File: src/rtl/uart_if_pkg.sv
// Register map, frame constants and FSM encodings shared by the frequency report master.
// Pure definitions: no latency, no backpressure.
package uart_if_pkg;
  localparam logic [31:0] ADDR_TX_DATA    = 32'h0000_0000;
  localparam logic [31:0] ADDR_TX_CTRL    = 32'h0000_0001;
  localparam logic [31:0] ADDR_STATUS     = 32'h0000_0003;
  localparam logic [31:0] ADDR_BAUD       = 32'h0000_0004;
  localparam logic [7:0]  FRAME_HDR       = 8'hA5;
  localparam logic [7:0]  TX_START        = 8'h80;
  localparam int          STATUS_BUSY_BIT = 0;
  localparam int          FRAME_BYTES     = 6;

  typedef enum logic [2:0] {
    ST_INIT_BAUD,
    ST_IDLE,
    ST_LOAD,
    ST_WR_DATA,
    ST_WR_CTRL,
    ST_POLL
  } state_t;

  typedef enum logic [1:0] {
    BUS_IDLE,
    BUS_ACTIVE,
    BUS_RETRY,
    BUS_RESP
  } bus_state_t;

  function automatic logic [7:0] frame_xor(input logic [31:0] m);
    return m[31:24] ^ m[23:16] ^ m[15:8] ^ m[7:0];
  endfunction
endpackage

File: src/rtl/wb_single_master.sv
// One classic Wishbone access per request: strobe the cycle after req, done/fail pulse one cycle after the response.
// Backpressure: req is only taken when idle; rty drops the strobe for one cycle and reissues; silence aborts after ACK_TIMEOUT cycles.
module wb_single_master
  import uart_if_pkg::*;
#(
  parameter int ACK_TIMEOUT = 64
) (
  input  logic        clk,
  input  logic        rst,
  input  logic        req,
  input  logic        req_we,
  input  logic [31:0] req_addr,
  input  logic [31:0] req_dat,
  output logic        done,
  output logic        fail,
  output logic [31:0] rd_dat,
  output logic        bus_cyc,
  output logic        bus_stb,
  output logic        bus_we,
  output logic [7:0]  bus_sel,
  output logic [31:0] bus_addr,
  output logic [31:0] bus_wdat,
  input  logic [31:0] bus_rdat,
  input  logic        ack,
  input  logic        err,
  input  logic        rty
);
  localparam int TW = $clog2(ACK_TIMEOUT + 1);

  bus_state_t    state, state_next;
  logic          we_q;
  logic          resp_ok;
  logic [TW-1:0] tmo;
  logic          timed_out;

  assign timed_out = (tmo == TW'(ACK_TIMEOUT - 1));

  always_comb begin
    state_next = state;
    case (state)
      BUS_IDLE:   if (req) state_next = BUS_ACTIVE;
      BUS_ACTIVE: begin
        if (ack || err)     state_next = BUS_RESP;
        else if (rty)       state_next = BUS_RETRY;
        else if (timed_out) state_next = BUS_RESP;
      end
      BUS_RETRY:  state_next = BUS_ACTIVE;
      default:    state_next = BUS_IDLE;
    endcase
  end

  // Address/data stay latched across a retry so the reissued access is identical.
  always_ff @(posedge clk) begin
    if (rst) begin
      state    <= BUS_IDLE;
      we_q     <= 1'b0;
      bus_addr <= '0;
      bus_wdat <= '0;
      tmo      <= '0;
      resp_ok  <= 1'b0;
      rd_dat   <= '0;
    end else begin
      state <= state_next;
      if (state == BUS_IDLE && req) begin
        we_q     <= req_we;
        bus_addr <= req_addr;
        bus_wdat <= req_dat;
      end
      if (state != BUS_ACTIVE) tmo <= '0;
      else                     tmo <= tmo + 1'b1;
      if (state == BUS_ACTIVE) begin
        resp_ok <= ack;
        if (ack) rd_dat <= bus_rdat;
      end
    end
  end

  assign bus_stb = (state == BUS_ACTIVE);
  assign bus_cyc = bus_stb;
  assign bus_we  = bus_stb & we_q;
  assign bus_sel = bus_stb ? 8'h01 : 8'h00;
  assign done    = (state == BUS_RESP) &&  resp_ok;
  assign fail    = (state == BUS_RESP) && !resp_ok;
endmodule

File: src/rtl/freq_report_master.sv
// Serialises each measurement into a 6-byte UART frame (A5, 4 payload bytes MSB first, XOR) after a one-time baud setup.
// First strobe two cycles after meas_valid_i in idle; one-deep holding register, overwrite flagged by overrun_o.
module freq_report_master
  import uart_if_pkg::*;
#(
  parameter logic [31:0] BAUD_DIV    = 32'd32766,
  parameter int          ACK_TIMEOUT = 64,
  parameter int          POLL_LIMIT  = 65535
) (
  input  logic        clk_i,
  input  logic        rst_i,
  input  logic        meas_valid_i,
  input  logic [31:0] meas_data_i,
  output logic        busy_o,
  output logic        overrun_o,
  output logic        err_flag_o,
  output logic [31:0] addr_o,
  output logic [31:0] dat_o,
  input  logic [31:0] dat_i,
  output logic        we_o,
  output logic [7:0]  sel_o,
  output logic        cyc_o,
  output logic        stb_o,
  input  logic        ack_i,
  input  logic        err_i,
  input  logic        rty_i,
  output logic        lock_o,
  output logic        tagn_o
);
  state_t      state, state_next;
  logic        hold_full;
  logic [31:0] hold;
  logic [47:0] frame;
  logic [2:0]  byte_idx;
  logic [31:0] poll_cnt;
  logic        req, req_we;
  logic [31:0] req_addr, req_dat;
  logic        done, fail, abort;
  logic [31:0] rd_dat;
  logic        tx_busy, last_byte, poll_exhausted;
  logic        busy_q, overrun_q, err_q;

  assign tx_busy        = (rd_dat & (32'h1 << STATUS_BUSY_BIT)) != 32'h0;
  assign last_byte      = (byte_idx == 3'(FRAME_BYTES - 1));
  assign poll_exhausted = (poll_cnt == 32'(POLL_LIMIT - 1));

  // LOAD already issues the header write so the first strobe lands one cycle after LOAD.
  always_comb begin
    state_next = state;
    req        = 1'b0;
    req_we     = 1'b1;
    req_addr   = ADDR_TX_DATA;
    req_dat    = '0;
    abort      = 1'b0;
    case (state)
      ST_INIT_BAUD: begin
        req      = 1'b1;
        req_addr = ADDR_BAUD;
        req_dat  = BAUD_DIV;
        if (done) state_next = ST_IDLE;
      end
      ST_IDLE: if (hold_full) state_next = ST_LOAD;
      ST_LOAD: begin
        req        = 1'b1;
        req_dat    = {24'h0, FRAME_HDR};
        state_next = ST_WR_DATA;
      end
      ST_WR_DATA: begin
        req     = 1'b1;
        req_dat = {24'h0, frame[47:40]};
        if (done) state_next = ST_WR_CTRL;
      end
      ST_WR_CTRL: begin
        req      = 1'b1;
        req_addr = ADDR_TX_CTRL;
        req_dat  = {24'h0, TX_START};
        if (done) state_next = ST_POLL;
      end
      ST_POLL: begin
        req      = 1'b1;
        req_we   = 1'b0;
        req_addr = ADDR_STATUS;
        if (done && !tx_busy)           state_next = last_byte ? ST_IDLE : ST_WR_DATA;
        else if (done && poll_exhausted) abort = 1'b1;
      end
      default: state_next = ST_IDLE;
    endcase
    if (fail)  abort      = 1'b1;
    if (abort) state_next = ST_IDLE;
  end

  always_ff @(posedge clk_i) begin
    if (rst_i) begin
      state     <= ST_INIT_BAUD;
      hold_full <= 1'b0;
      hold      <= '0;
      frame     <= '0;
      byte_idx  <= '0;
      poll_cnt  <= '0;
      busy_q    <= 1'b0;
      overrun_q <= 1'b0;
      err_q     <= 1'b0;
    end else begin
      state     <= state_next;
      busy_q    <= (state_next != ST_IDLE);
      overrun_q <= meas_valid_i && hold_full && (state != ST_LOAD);
      if (meas_valid_i)          begin hold <= meas_data_i; hold_full <= 1'b1; end
      else if (state == ST_LOAD) hold_full <= 1'b0;
      if (state == ST_LOAD) begin
        frame    <= {FRAME_HDR, hold, frame_xor(hold)};
        byte_idx <= '0;
      end else if (state == ST_POLL && state_next == ST_WR_DATA) begin
        frame    <= {frame[39:0], 8'h00};
        byte_idx <= byte_idx + 3'd1;
      end
      if (state == ST_WR_CTRL)        poll_cnt <= '0;
      else if (state == ST_POLL && done) poll_cnt <= poll_cnt + 32'd1;
      if (abort) err_q <= 1'b1;
    end
  end

  wb_single_master #(.ACK_TIMEOUT(ACK_TIMEOUT)) u_bus (
    .clk      (clk_i),
    .rst      (rst_i),
    .req      (req),
    .req_we   (req_we),
    .req_addr (req_addr),
    .req_dat  (req_dat),
    .done     (done),
    .fail     (fail),
    .rd_dat   (rd_dat),
    .bus_cyc  (cyc_o),
    .bus_stb  (stb_o),
    .bus_we   (we_o),
    .bus_sel  (sel_o),
    .bus_addr (addr_o),
    .bus_wdat (dat_o),
    .bus_rdat (dat_i),
    .ack      (ack_i),
    .err      (err_i),
    .rty      (rty_i)
  );

  assign busy_o     = busy_q;
  assign overrun_o  = overrun_q;
  assign err_flag_o = err_q;
  assign lock_o     = 1'b0;
  assign tagn_o     = 1'b0;
endmodule

File: config.mk
export PLATFORM = sky130hd
export DESIGN_NAME = freq_report_master
export DESIGN_NICKNAME = d
export VERILOG_FILES = /design/src/rtl/uart_if_pkg.sv /design/src/rtl/wb_single_master.sv /design/src/rtl/freq_report_master.sv
export SDC_FILE = /design/constraint.sdc
export NUM_CORES = 1
export LEC_CHECK = 0
export ABC_AREA = 0
export BUFFER_PORTS_ARGS = -buffer_cell sky130_fd_sc_hd__buf_2
export CAP_MARGIN = 20
export CORE_MARGIN = 1
export CORE_UTILIZATION = 26
export DETAILED_ROUTE_END_ITERATION = 7
export GPL_TIMING_DRIVEN = 0
export PLACE_DENSITY = 0.51
export SLEW_MARGIN = 20
export SYNTH_ARGS = -nofsm -noshare
export SYNTH_HDL_FRONTEND = slang
export SYNTH_HIERARCHICAL = 1
export SYNTH_SLANG_ARGS = --single-unit
File: constraint.sdc
create_clock -name clk_i -period 4.6 [get_ports clk_i]
set_input_delay 0.92 -clock clk_i [delete_from_list [all_inputs] [get_ports clk_i]]
set_output_delay 0.92 -clock clk_i [all_outputs]
set_load 0.02 [all_outputs]
After elaboration in Yosys (flattened, before gate mapping)

Index checks and enable logic that the tools add are counted.

Add/sub/neg operators: 3
Equality and inequality tests: 17
Mux-type cells: 26
Bitwise operators: 4
Reductions and logical operators: 22

Operators by type and width:

| operator                                               | count |
|---|---|
| two-way mux 48 bit                                     | 2 |
| case mux 15 bit (4 select lines)                       | 1 |
| adder 32 x 1 -> 32 bit (second input constant)         | 1 |
| equality test 32 x 16 -> 1 bit (second input constant) | 1 |
| XOR 8 bit                                              | 3 |
| two-way mux 3 bit                                      | 6 |
| case mux 3 bit (6 select lines)                        | 1 |
| two-way mux 2 bit                                      | 5 |
| equality test 3 x 2 -> 1 bit (second input constant)   | 3 |
| equality test 3 bit (second input constant)            | 3 |
| logical AND 1 bit                                      | 9 |
| two-way mux 1 bit                                      | 9 |
| case mux 3 bit (3 select lines)                        | 1 |
| adder 7 x 1 -> 7 bit (second input constant)           | 1 |
| equality test 7 x 6 -> 1 bit (second input constant)   | 1 |
| case mux 2 bit (3 select lines)                        | 1 |
| OR reduction 2 bit                                     | 3 |
| OR reduction 5 bit                                     | 1 |
| equality test 2 bit (second input constant)            | 2 |
| != test 2 x 1 -> 1 bit (second input constant)         | 2 |
| != test 4 bit (second input constant)                  | 1 |
| AND reduction 2 bit                                    | 2 |
| nonzero test 2 bit                                     | 2 |
| adder 3 x 1 -> 3 bit (second input constant)           | 1 |
| other kinds (9)                                        | 10 |

Flip-flop bits (word level): 198
Input bits: 70
Word-level logic and storage cells: 89

Longest topological paths before layout

Depth in word-level cells: 12
Mapped depth: 11

Cells and area by module

Netlist, hierarchy kept.

Modules (own cells, without submodules):

| module             | instances | cells an instance | area each (µm²) | seq. area each (µm²) |
|---|---|---|---|---|
| freq_report_master | 1         | 647               | 5500.3          | 2442.3 |
| wb_single_master   | 1         | 480               | 3868.7          | 2142.1 |

Least setup slack after synthesis

OpenSTA, ideal clock, no wires.

Path type: reg2out
From: register u_bus.state[0]
To: output we_o
Data arrival time: 1235 ps
Required time: 3680 ps
Path slack: 2445 ps
Cell stages (with the launch flop): 4
Buffers on the path: 1
Cells stage by stage: dfxtp_1 buf_6 nor2b_1 and2_1

Word-level cells in the longest chain between the ends: 2

RTL lines:

| item                         | RTL line                 | text |
|---|---|---|
| from (decl)                  | wb_single_master.sv:30   | `bus_state_t state, state_next;` |
| from (signal assigned)       | wb_single_master.sv:63   | `state <= state_next;` |
| equality test 2 x 1 -> 1 bit | wb_single_master.sv:78   | `assign bus_stb = (state == BUS_ACTIVE);` |
| net cyc_o                    | freq_report_master.sv:22 | `output logic cyc_o,` |
| AND 1 bit                    | wb_single_master.sv:80   | `assign bus_we = bus_stb & we_q;` |
| to (decl)                    | freq_report_master.sv:20 | `output logic we_o,` |

The timed path passes the listed nets, and every way through them passes these cells.

Worst setup path in the final report

From: register u_bus.state[0]
To: output we_o

Word-level cells in the longest chain between the ends: 2

RTL lines:

| item                         | RTL line |
|---|---|
| equality test 2 x 1 -> 1 bit | wb_single_master.sv:78 |
| AND 1 bit                    | wb_single_master.sv:80 |

Every way passes these cells.

==> flow_summary.ini <==
[power_and_ir_drop]
vdd_drop_max_mv = 0.2448
power.share.sequential = 0.473
switchingPower_uw = 1117
p_clk_frac = 0.390
internal_power_uw = 2846
p_comb_frac = 0.137
p_leak_uw = 0.004115
swShare = 0.2818
power_density_mw_per_mm2 = 389.6

[sta]
skew_ns = 0.009092
max_clock_freq_mhz = 387.2
tightest_slew_ns = 0.8018
hold_viol = 0
min_period_over_period = 0.5615
min_period_ns = 2.583
rsz0062_at_grt = false
setup-tns-final_ns = 0
timing.slew.headroom = 0.4585
maxSlewViolCount = 0
finalSetupViolations = 0

[placed_design]
dp_hpwl_um = 15460
io_buffers = 108
post_dp_cell_area_mm2 = 0.009570
gp_congestion = 0.7716

[clock_tree]
cts_hold_buf = 0
cts_root_buf = clkbuf_16
cts-resized-gates = 0
numCtsBuffers = 17
cts_setup_buffers = 0
worstSkewPairLatency_ns = 0.44
cts_tree = done
cts.sinks = 198
htree_levels = 4
clkTransAtPathRegs_ns = 0.07
clockBufferDepth = 2

[die]
core_area_mm2 = 0.03156
start_util = 0.2639
die_width_um = 181.0
die-area_mm2 = 0.03275
row_count = 65
io_pins = 150
die_h_um = 181.0

[outcome]
outcome = complete, no violations

[logic_synthesis]
avgSynthCellArea_um2 = 8.361
synth_warnings = 6
synthesis.area_mm2 = 0.008328
synthCells = 996

[critical_path]
r2r_slack_ns = 2.11
endpoint_kind = output pin
crit_cells = 4
crit_family = simple AND/OR/NAND/NOR gates
cp-start-kind = register
cp.required_ns = 3.68
r2r_start = u_bus/state[1]$_SDFFE_PP0P_
critPathLaunch = u_bus/state[0]$_SDFFE_PP0P_
path_max_fanout = 9
critPathSlowestCell = nor2b_1
max_stage_delay_ns = 0.42
worstSetupPathType = reg2out
crit_end = we_o
ff2ff_path_depth = 10
critPathBufInv = 2
cp_cell_sequence = buf_6, nor2b_1, and2_1, buf_2
crit_arrival_ns = 1.66
r2r_end = frame[5]$_SDFFE_PP0P_

[final_layout]
fillerInstances = 3435
diodes = 0
fin_area_mm2 = 0.01017
drive_above_1_share = 0.1632
syn_to_final_growth_pct = 22.13
nets = 1251

[global_routing]
gr-usage-met2 = 0.2145
grt_pass1_vias = 6496
grt_first_pass_wirelength_um = 34600
grtUsageMet1 = 0.1811
grt_util_met3 = 0.02842
grt_use_total = 0.1338
grt_max_degree = 19
globalRoute.busiestLayer = met2
overflow = 0
antenna_found_initial = 0

[route]
drc = 0
drt-total-wl_um = 21450
drtIter0Drc = 321
vias = 6948
vias_per_cell = 4.367
wl_per_cell_um = 13.48
antenna_left = 0
dr.pass1.iters = 5

[hold_path]
hold_class = reg2reg
worstHoldStart = u_bus/bus_addr[28]$_SDFFE_PP0P_

[job]
maxCapViolCount = 0
[power by group through the flow]
stage | sequential [µW] | combinational [µW] | clock, µW
after floorplan | 1980 | 310 | 0
after global routing | 1890 | 603 | 1670
after detailed placement | 1920 | 546 | 0
final | 1880 | 542 | 1540
after CTS | 1880 | 548 | 1600
after global placement | 1910 | 544 | 0
[state kept, by name, summed over array words and instances (netlist names), 2 cells and up]
name            cells
frame              48
hold               32
poll_cnt           32
u_bus/bus_addr     32
u_bus/bus_wdat     32
u_bus/tmo           7
byte_idx            3
state               3
u_bus/state         2
[worst reg2reg max path: cells and delay by family (launching register included)]
family                 cells  cell delay (ns)
buffers and inverters      4             0.76
AOI/OAI and AO/OA          2             0.29
DFF                        1             0.49
and+or+nand+nor            4             0.82
[per-stage QoR]
stage	power [µW]	instances	util	setup WS, ns	hold WS [ns]
global placement	2457	1559	0.3033	2.005	0.4397
finish	3963	1591	0.3223	2.017	0.4521
CTS	4026	1591	0.3223	1.948	0.4536
global route	4164	1591	0.3223	1.831	0.4672
detailed placement	2463	1559	0.3033	2.017	0.4435
floorplan	2285	1049	-	2.445	0.4297
[area by class of cell]
class | count | area [µm²] | area share
Clock inverter | 14 | 161.4 | 0.01587
Sequential cell | 198 | 3964 | 0.3897
Multi-Input combinational cell | 757 | 4061 | 0.3993
Buffer | 83 | 460.4 | 0.04527
Tap cell | 402 | 503.0 | 0.04945
Clock buffer | 18 | 439.2 | 0.04318
Inverter | 11 | 41.29 | 0.004060
Timing Repair Buffer | 108 | 540.5 | 0.05314
[worst min-delay path by stage]
stage	to	slack [ns]	cells past startpoint
final	u_bus/bus_addr[28]$_SDFFE_PP0P_	0.45	2
after global routing	u_bus/bus_addr[8]$_SDFFE_PP0P_	0.47	2
after CTS	u_bus/bus_wdat[18]$_SDFFE_PP0P_	0.45	2
after detailed placement	u_bus/bus_wdat[18]$_SDFFE_PP0P_	0.44	2
after global placement	u_bus/bus_addr[13]$_SDFFE_PP0P_	0.44	2
after floorplan	u_bus/tmo[0]$_SDFF_PP0_	0.43	1
[metal layers]
metal / routed length, µm / up-vias
li1: - / 3629
met1: 10780 / 3150
met2: 9650 / 158
met3: 824 / 11
met4: 198 / 0
met5: 0 / -
[layout by cell type, fill, tap and decap left out, drive strengths merged, types with 12 or more instances in the layout]
cell type,instances
conb,55
nor3,15
a311oi,32
nor2,119
mux2i,34
nand4,12
inv,18
a21oi,97
nand2,232
buf,147
xor2,23
dfxtp,198
nor4,14
clkbuf,62
nand3,28
xnor2,35
No activity file was read; power rests on OpenSTA's default activity.
